**src/rtl/mul_iter.sv**
```systemverilog
// Iterative DIGITxDIGIT multiplier for the execute stage: one partial product per cycle,
// all four signedness modes, low/high result half, stall support and a one-entry result cache.
module mul_iter #(
  parameter int WIDTH    = 32,
  parameter int DIGIT    = 16,  // must divide WIDTH
  parameter int CACHE_EN = 1
) (
  input  logic             clk,
  input  logic             reset,
  input  logic             stall,
  input  logic             enable_i,
  input  logic [WIDTH-1:0] first_operand_i,
  input  logic [WIDTH-1:0] second_operand_i,
  input  logic [1:0]       signed_mode_i,
  input  logic             mul_low_i,
  output logic             hold_o,
  output logic             valid_o,
  output logic [WIDTH-1:0] result_o
);

  localparam int N     = WIDTH / DIGIT;
  localparam int IDX_W = (N > 1) ? $clog2(N) : 1;

  typedef enum logic [1:0] {
    S_IDLE,
    S_LOAD,
    S_ACC,
    S_SIGN
  } state_e;

  state_e               state_q, state_d;
  logic [WIDTH-1:0]     a_q, a_d;
  logic [WIDTH-1:0]     b_q, b_d;
  logic [1:0]           mode_q, mode_d;
  logic                 low_q, low_d;
  logic [WIDTH-1:0]     a_mag_q, a_mag_d;
  logic [WIDTH-1:0]     b_mag_q, b_mag_d;
  logic                 neg_q, neg_d;
  logic [2*WIDTH-1:0]   acc_q, acc_d;
  logic [IDX_W-1:0]     i_q, i_d;
  logic [IDX_W-1:0]     j_q, j_d;
  logic                 hold_q, hold_d;
  logic                 valid_q, valid_d;
  logic [WIDTH-1:0]     result_q, result_d;
  logic                 cache_valid_q, cache_valid_d;
  logic                 cache_full_q, cache_full_d;
  logic [WIDTH-1:0]     cache_a_q, cache_a_d;
  logic [WIDTH-1:0]     cache_b_q, cache_b_d;
  logic [1:0]           cache_mode_q, cache_mode_d;
  logic [2*WIDTH-1:0]   cache_prod_q, cache_prod_d;

  function automatic logic [WIDTH-1:0] magnitude(input logic [WIDTH-1:0] v, input logic is_signed);
    // The most negative value negates to itself, which reads as 2^(WIDTH-1) unsigned.
    return (is_signed && v[WIDTH-1]) ? -v : v;
  endfunction

  // Partial-product datapath for the current digit pair.
  logic [WIDTH-1:0]   a_sh, b_sh;
  logic [DIGIT-1:0]   a_dig, b_dig;
  logic [2*DIGIT-1:0] pp;
  logic [2*WIDTH-1:0] pp_ext, pp_shift, prod_final;
  logic               j_done, i_done, cache_hit;
  int                 j_last;

  always_comb begin
    a_sh     = a_mag_q >> (int'(i_q) * DIGIT);
    b_sh     = b_mag_q >> (int'(j_q) * DIGIT);
    a_dig    = a_sh[DIGIT-1:0];
    b_dig    = b_sh[DIGIT-1:0];
    pp       = {{DIGIT{1'b0}}, a_dig} * {{DIGIT{1'b0}}, b_dig};
    pp_ext   = '0;
    pp_ext[2*DIGIT-1:0] = pp;
    pp_shift = pp_ext << ((int'(i_q) + int'(j_q)) * DIGIT);
    // Low requests only need pairs with i+j < N; the rest land entirely in the upper half.
    j_last   = low_q ? (N - 1 - int'(i_q)) : (N - 1);
    j_done   = (int'(j_q) == j_last);
    i_done   = (int'(i_q) == N - 1);
    prod_final = neg_q ? -acc_q : acc_q;
    cache_hit  = (CACHE_EN != 0) && cache_valid_q
                 && (first_operand_i == cache_a_q) && (second_operand_i == cache_b_q)
                 && (signed_mode_i == cache_mode_q) && (cache_full_q || mul_low_i);
  end

  always_comb begin
    // NOTE: every _d signal takes its _q value first, so no path through this block can infer a latch.
    state_d      = state_q;
    a_d          = a_q;
    b_d          = b_q;
    mode_d       = mode_q;
    low_d        = low_q;
    a_mag_d      = a_mag_q;
    b_mag_d      = b_mag_q;
    neg_d        = neg_q;
    acc_d        = acc_q;
    i_d          = i_q;
    j_d          = j_q;
    valid_d      = 1'b0;
    result_d     = result_q;
    cache_valid_d = cache_valid_q;
    cache_full_d  = cache_full_q;
    cache_a_d     = cache_a_q;
    cache_b_d     = cache_b_q;
    cache_mode_d  = cache_mode_q;
    cache_prod_d  = cache_prod_q;

    if (!stall) begin
      unique case (state_q)
        S_IDLE: begin
          if (enable_i) begin
            a_d    = first_operand_i;
            b_d    = second_operand_i;
            mode_d = signed_mode_i;
            low_d  = mul_low_i;
            if (cache_hit) begin
              result_d = mul_low_i ? cache_prod_q[WIDTH-1:0] : cache_prod_q[2*WIDTH-1:WIDTH];
              valid_d  = 1'b1;
            end else begin
              state_d = S_LOAD;
            end
          end
        end
        S_LOAD: begin
          a_mag_d = magnitude(a_q, mode_q[0]);
          b_mag_d = magnitude(b_q, mode_q[1]);
          neg_d   = (mode_q[0] & a_q[WIDTH-1]) ^ (mode_q[1] & b_q[WIDTH-1]);
          acc_d   = '0;
          i_d     = '0;
          j_d     = '0;
          state_d = S_ACC;
        end
        S_ACC: begin
          acc_d = acc_q + pp_shift;
          if (j_done) begin
            j_d = '0;
            if (i_done) state_d = S_SIGN;
            else        i_d = i_q + IDX_W'(1);
          end else begin
            j_d = j_q + IDX_W'(1);
          end
        end
        S_SIGN: begin
          acc_d    = prod_final;
          result_d = low_q ? prod_final[WIDTH-1:0] : prod_final[2*WIDTH-1:WIDTH];
          valid_d  = 1'b1;
          state_d  = S_IDLE;
          if (CACHE_EN != 0) begin
            cache_valid_d = 1'b1;
            cache_full_d  = !low_q;
            cache_a_d     = a_q;
            cache_b_d     = b_q;
            cache_mode_d  = mode_q;
            cache_prod_d  = prod_final;
          end
        end
        default: state_d = S_IDLE;
      endcase
    end

    hold_d = (state_d != S_IDLE);
  end

  // NOTE: sequential state is written only here, with non-blocking assignments, so every flop
  // samples the values computed before the edge regardless of statement order.
  always_ff @(posedge clk or posedge reset) begin
    if (reset) begin
      state_q       <= S_IDLE;
      a_q           <= '0;
      b_q           <= '0;
      mode_q        <= '0;
      low_q         <= 1'b0;
      a_mag_q       <= '0;
      b_mag_q       <= '0;
      neg_q         <= 1'b0;
      acc_q         <= '0;
      i_q           <= '0;
      j_q           <= '0;
      hold_q        <= 1'b0;
      valid_q       <= 1'b0;
      result_q      <= '0;
      // NOTE: only cache_valid_q must be cleared for correctness; the cache payload is reset
      // too because it is a single entry and keeps every flop in one async-reset block.
      cache_valid_q <= 1'b0;
      cache_full_q  <= 1'b0;
      cache_a_q     <= '0;
      cache_b_q     <= '0;
      cache_mode_q  <= '0;
      cache_prod_q  <= '0;
    end else begin
      state_q       <= state_d;
      a_q           <= a_d;
      b_q           <= b_d;
      mode_q        <= mode_d;
      low_q         <= low_d;
      a_mag_q       <= a_mag_d;
      b_mag_q       <= b_mag_d;
      neg_q         <= neg_d;
      acc_q         <= acc_d;
      i_q           <= i_d;
      j_q           <= j_d;
      hold_q        <= hold_d;
      valid_q       <= valid_d;
      result_q      <= result_d;
      cache_valid_q <= cache_valid_d;
      cache_full_q  <= cache_full_d;
      cache_a_q     <= cache_a_d;
      cache_b_q     <= cache_b_d;
      cache_mode_q  <= cache_mode_d;
      cache_prod_q  <= cache_prod_d;
    end
  end

  assign hold_o   = hold_q;
  assign valid_o  = valid_q;
  assign result_o = result_q;

endmodule

```
**config.mk**
```make
export PLATFORM = sky130hd
export DESIGN_NAME = mul_iter
export DESIGN_NICKNAME = d
export VERILOG_FILES = /design/src/rtl/mul_iter.sv
export SDC_FILE = /design/constraint.sdc
export NUM_CORES = 2
export LEC_CHECK = 0
export CAP_MARGIN = 40
export CORE_MARGIN = 3
export CORE_UTILIZATION = 65
export CTS_CLUSTER_SIZE = 14
export DETAILED_ROUTE_END_ITERATION = 8
export GPL_TIMING_DRIVEN = 1
export PLACE_DENSITY_LB_ADDON = 0.08
export SYNTH_ARGS = -nofsm -noshare
export SYNTH_HDL_FRONTEND = slang
export SYNTH_SLANG_ARGS = --single-unit
```
**constraint.sdc**
```tcl
create_clock -name clk -period 37.7 [get_ports clk]
set_input_delay 7.54 -clock clk [delete_from_list [all_inputs] [get_ports clk]]
set_output_delay 7.54 -clock clk [all_outputs]
set_load 0.01 [all_outputs]
```
==> results.sh <==
export IMPL_cp_arrival_ps=11920
export IMPL_cp_required_ps=38180
export IMPL_routed_wl_mm=97.5
export IMPL_numCtsBuffers=40
export IMPL_cts_resized=0
export IMPL_skew_ps=27.2
export IMPL_chipHeight_um=226
export IMPL_maxCapViolations=0
export IMPL_fp_coreArea_um2=47800
export IMPL_viasPerCell=6.40
export IMPL_first_global_vias=26400
export IMPL_grt_overflow=0
export IMPL_die_area_um2=51200
export IMPL_start_util_pct=66.0
export IMPL_crit_top_cell="fa_1"
export IMPL_grt_util_all_layers_pct=38.1
export IMPL_setup_tns_ps=0
export IMPL_synth_edff_count=0
export IMPL_outcome="finished, final reports clean"
export IMPL_layout_nets=4022
export IMPL_syn_area_um2=31600
export IMPL_vias=27100
export IMPL_hold_viol_final=0
export IMPL_place_gp_congestion=1.01
export IMPL_die_x_um=226
export IMPL_crit_slowest_cell="mux2i_1"
export IMPL_fin_area_um2=34700
export IMPL_cts_sinks=366
export IMPL_ctsLongestPathBuffers=3
export IMPL_ys_flop_type="dfrtp_1"
export IMPL_clkTransAtPathRegs_ps=60
export IMPL_drt_iter0_drc=3292
export IMPL_end_kind="flop"
export IMPL_syn_avg_cell_area_um2=8.92
export IMPL_antenna_found_initial=5
export IMPL_fmax_ghz=0.0874
export IMPL_port_buffers=104
export IMPL_first_pass_iters=6
export IMPL_grt_pass1_wl_mm=151
export IMPL_fin_crit_ps=11440
export IMPL_drc=0
export IMPL_wl_per_cell_um=23.1
export IMPL_worst_slew_pin_slew_ps=1070
export IMPL_ys_seq_area_share_pct=29.0
export IMPL_ys_warn_count=0
export IMPL_cts_hold_buf=0
export IMPL_final_cell_mix="nand2_1, dfrtp_1, inv_1, nor2_1, o21ai_0"
export IMPL_synth_net_count=3983
export IMPL_post_place_ws_ps=26430
export IMPL_area_delta_synth_final_pct=9.90
export IMPL_maxSlewViolCount=0
export IMPL_yosysTopAreaCell="dfrtp_1"
export IMPL_htree_num_levels=2
export IMPL_cp_start_kind="flop"
export IMPL_cts_tree="built"
export IMPL_final_common_cell="nand2_1"
export IMPL_layout_drive_gt1_share_pct=10.0
export IMPL_place_hpwl_mm=74.5
export IMPL_io_pins=105
export IMPL_fill_cells=3622
export IMPL_cts_root_buffer="clkbuf_16"
export IMPL_critical_path_peak_fanout=33
export IMPL_netlist_top_cells_area="dfrtp_1, fa_1, ha_1"
export IMPL_synth_seq_cells=366
export IMPL_hold_ws_ps=477
export IMPL_grt_max_degree=116
export IMPL_cp_slowest_stage_delay_ps=860
export IMPL_post_cts_buffers=0
export IMPL_synth_top_cell_area_share_pct=29.0
export IMPL_finalSetupViolations=0
export IMPL_place_area_um2=33300
export IMPL_clk_latency_ps=570
export IMPL_crit_type="reg -> reg"
export IMPL_rows=80
export IMPL_rsz0062_at_grt="no"
export IMPL_synthDistinctLibCells=91
export IMPL_finalCritPeriodShare_pct=30.4
export IMPL_synthesis_instances=3540
export IMPL_synthArstFlopShare_pct=100
export IMPL_worst_hold_path_type="reg -> reg"
export IMPL_max_slew_margin_pct=28.3
export IMPL_drtAntennaViolNets=0
export IMPL_setup_slack_ps=26260
-- metrics by stage --
step	utilization, %	instances
floorplan	-	3540
global placement	69.1	4132
detailed placement	69.6	4148
CTS	72.4	4220
global route	72.5	4224
finish	72.5	4225
-- sequential cells by signal (all words and copies together) (netlist names), 32 cells and up --
name and flops:
acc_q 64, cache_prod_q 64, cache_a_q 32, b_mag_q 32
b_q 32, a_q 32, a_mag_q 32, cache_b_q 32
result_o 32
-- cells by family after synthesis --
group / Yosys count / synth area share, %
simple gates: 1051 / 15.1
compound gates: 773 / 15.0
buf+inv: 467 / 5.60
fa+ha+maj: 372 / 19.4
flops: 366 / 29.0
xor+xnor: 256 / 7.13
mux: 255 / 8.81
-- synthesized netlist by cell type, types with 6 or more instances --
master	count
or2_2	8
nand2_1	459
o21bai_1	15
nand4_1	30
a21boi_0	7
xor2_1	119
o21ai_0	275
nor2b_1	47
nor3_1	47
ha_1	177
o22ai_1	25
o31ai_1	32
a21o_1	43
nor3b_1	8
nor2_1	294
and2_1	20
fa_1	195
nand2b_1	29
o41ai_1	14
a221oi_1	15
or4_1	10
a21oi_1	215
nand3_1	32
o21ai_1	12
mux2_2	180
a31oi_1	12
or3_4	6
or3_1	9
clkbuf_1	136
nor4_1	16
mux2i_1	73
dfrtp_1	366
o21a_1	11
and3_1	9
o211ai_1	9
inv_1	308
buf_1	16
a211oi_1	17
xnor2_1	136
-- final timing paths --
check                                  from               end  slack (ps)  cells past startpoint
max in group asynchronous             reset       b_mag_q[13]       27170                      5
worst min-delay path            b_mag_q[25]       b_mag_q[25]         480                      2
worst min register to register  b_mag_q[25]       b_mag_q[25]         480                      2
min in group asynchronous             reset  cache_prod_q[40]        7490                      2
worst max register to register       i_done         acc_q[61]       26260                     35
worst max-delay path                 i_done         acc_q[61]       26260                     35
-- layer usage --
metal	global-route usage, %	part of all wire (%)	vias to the layer above
met2	56.2	43	1340
met4	12.5	3.5	4
met1	55.7	42	13400
met5	0	0.052	-
li1	-	-	12100
met3	9.05	11	203
-- final cells by class --
type / instances / area (µm²) / area share (%)
inverter: 308 / 1160 / 3.35
multi-input combinational: 2707 / 20700 / 59.7
timing repair buffer: 156 / 1580 / 4.55
tap: 615 / 769 / 2.22
antenna: 1 / 2.50 / 0.00721
clock buffer: 56 / 1140 / 3.29
clock inverter: 16 / 178 / 0.512
sequential: 366 / 9160 / 26.4
-- worst max-delay path: cells and delay by family (launching register included) --
| family | cells | cell delay [ps] |
|---|---|---|
| compound gates | 15 | 4370 |
| fa+ha+maj | 8 | 3920 |
| buf+inv | 6 | 890 |
| mux | 1 | 860 |
| xor+xnor | 2 | 460 |
| flops | 1 | 420 |
| simple gates | 3 | 400 |
Power is not shown: default switching activity piles up to over one toggle a cycle in this logic, so the estimate is an artifact.
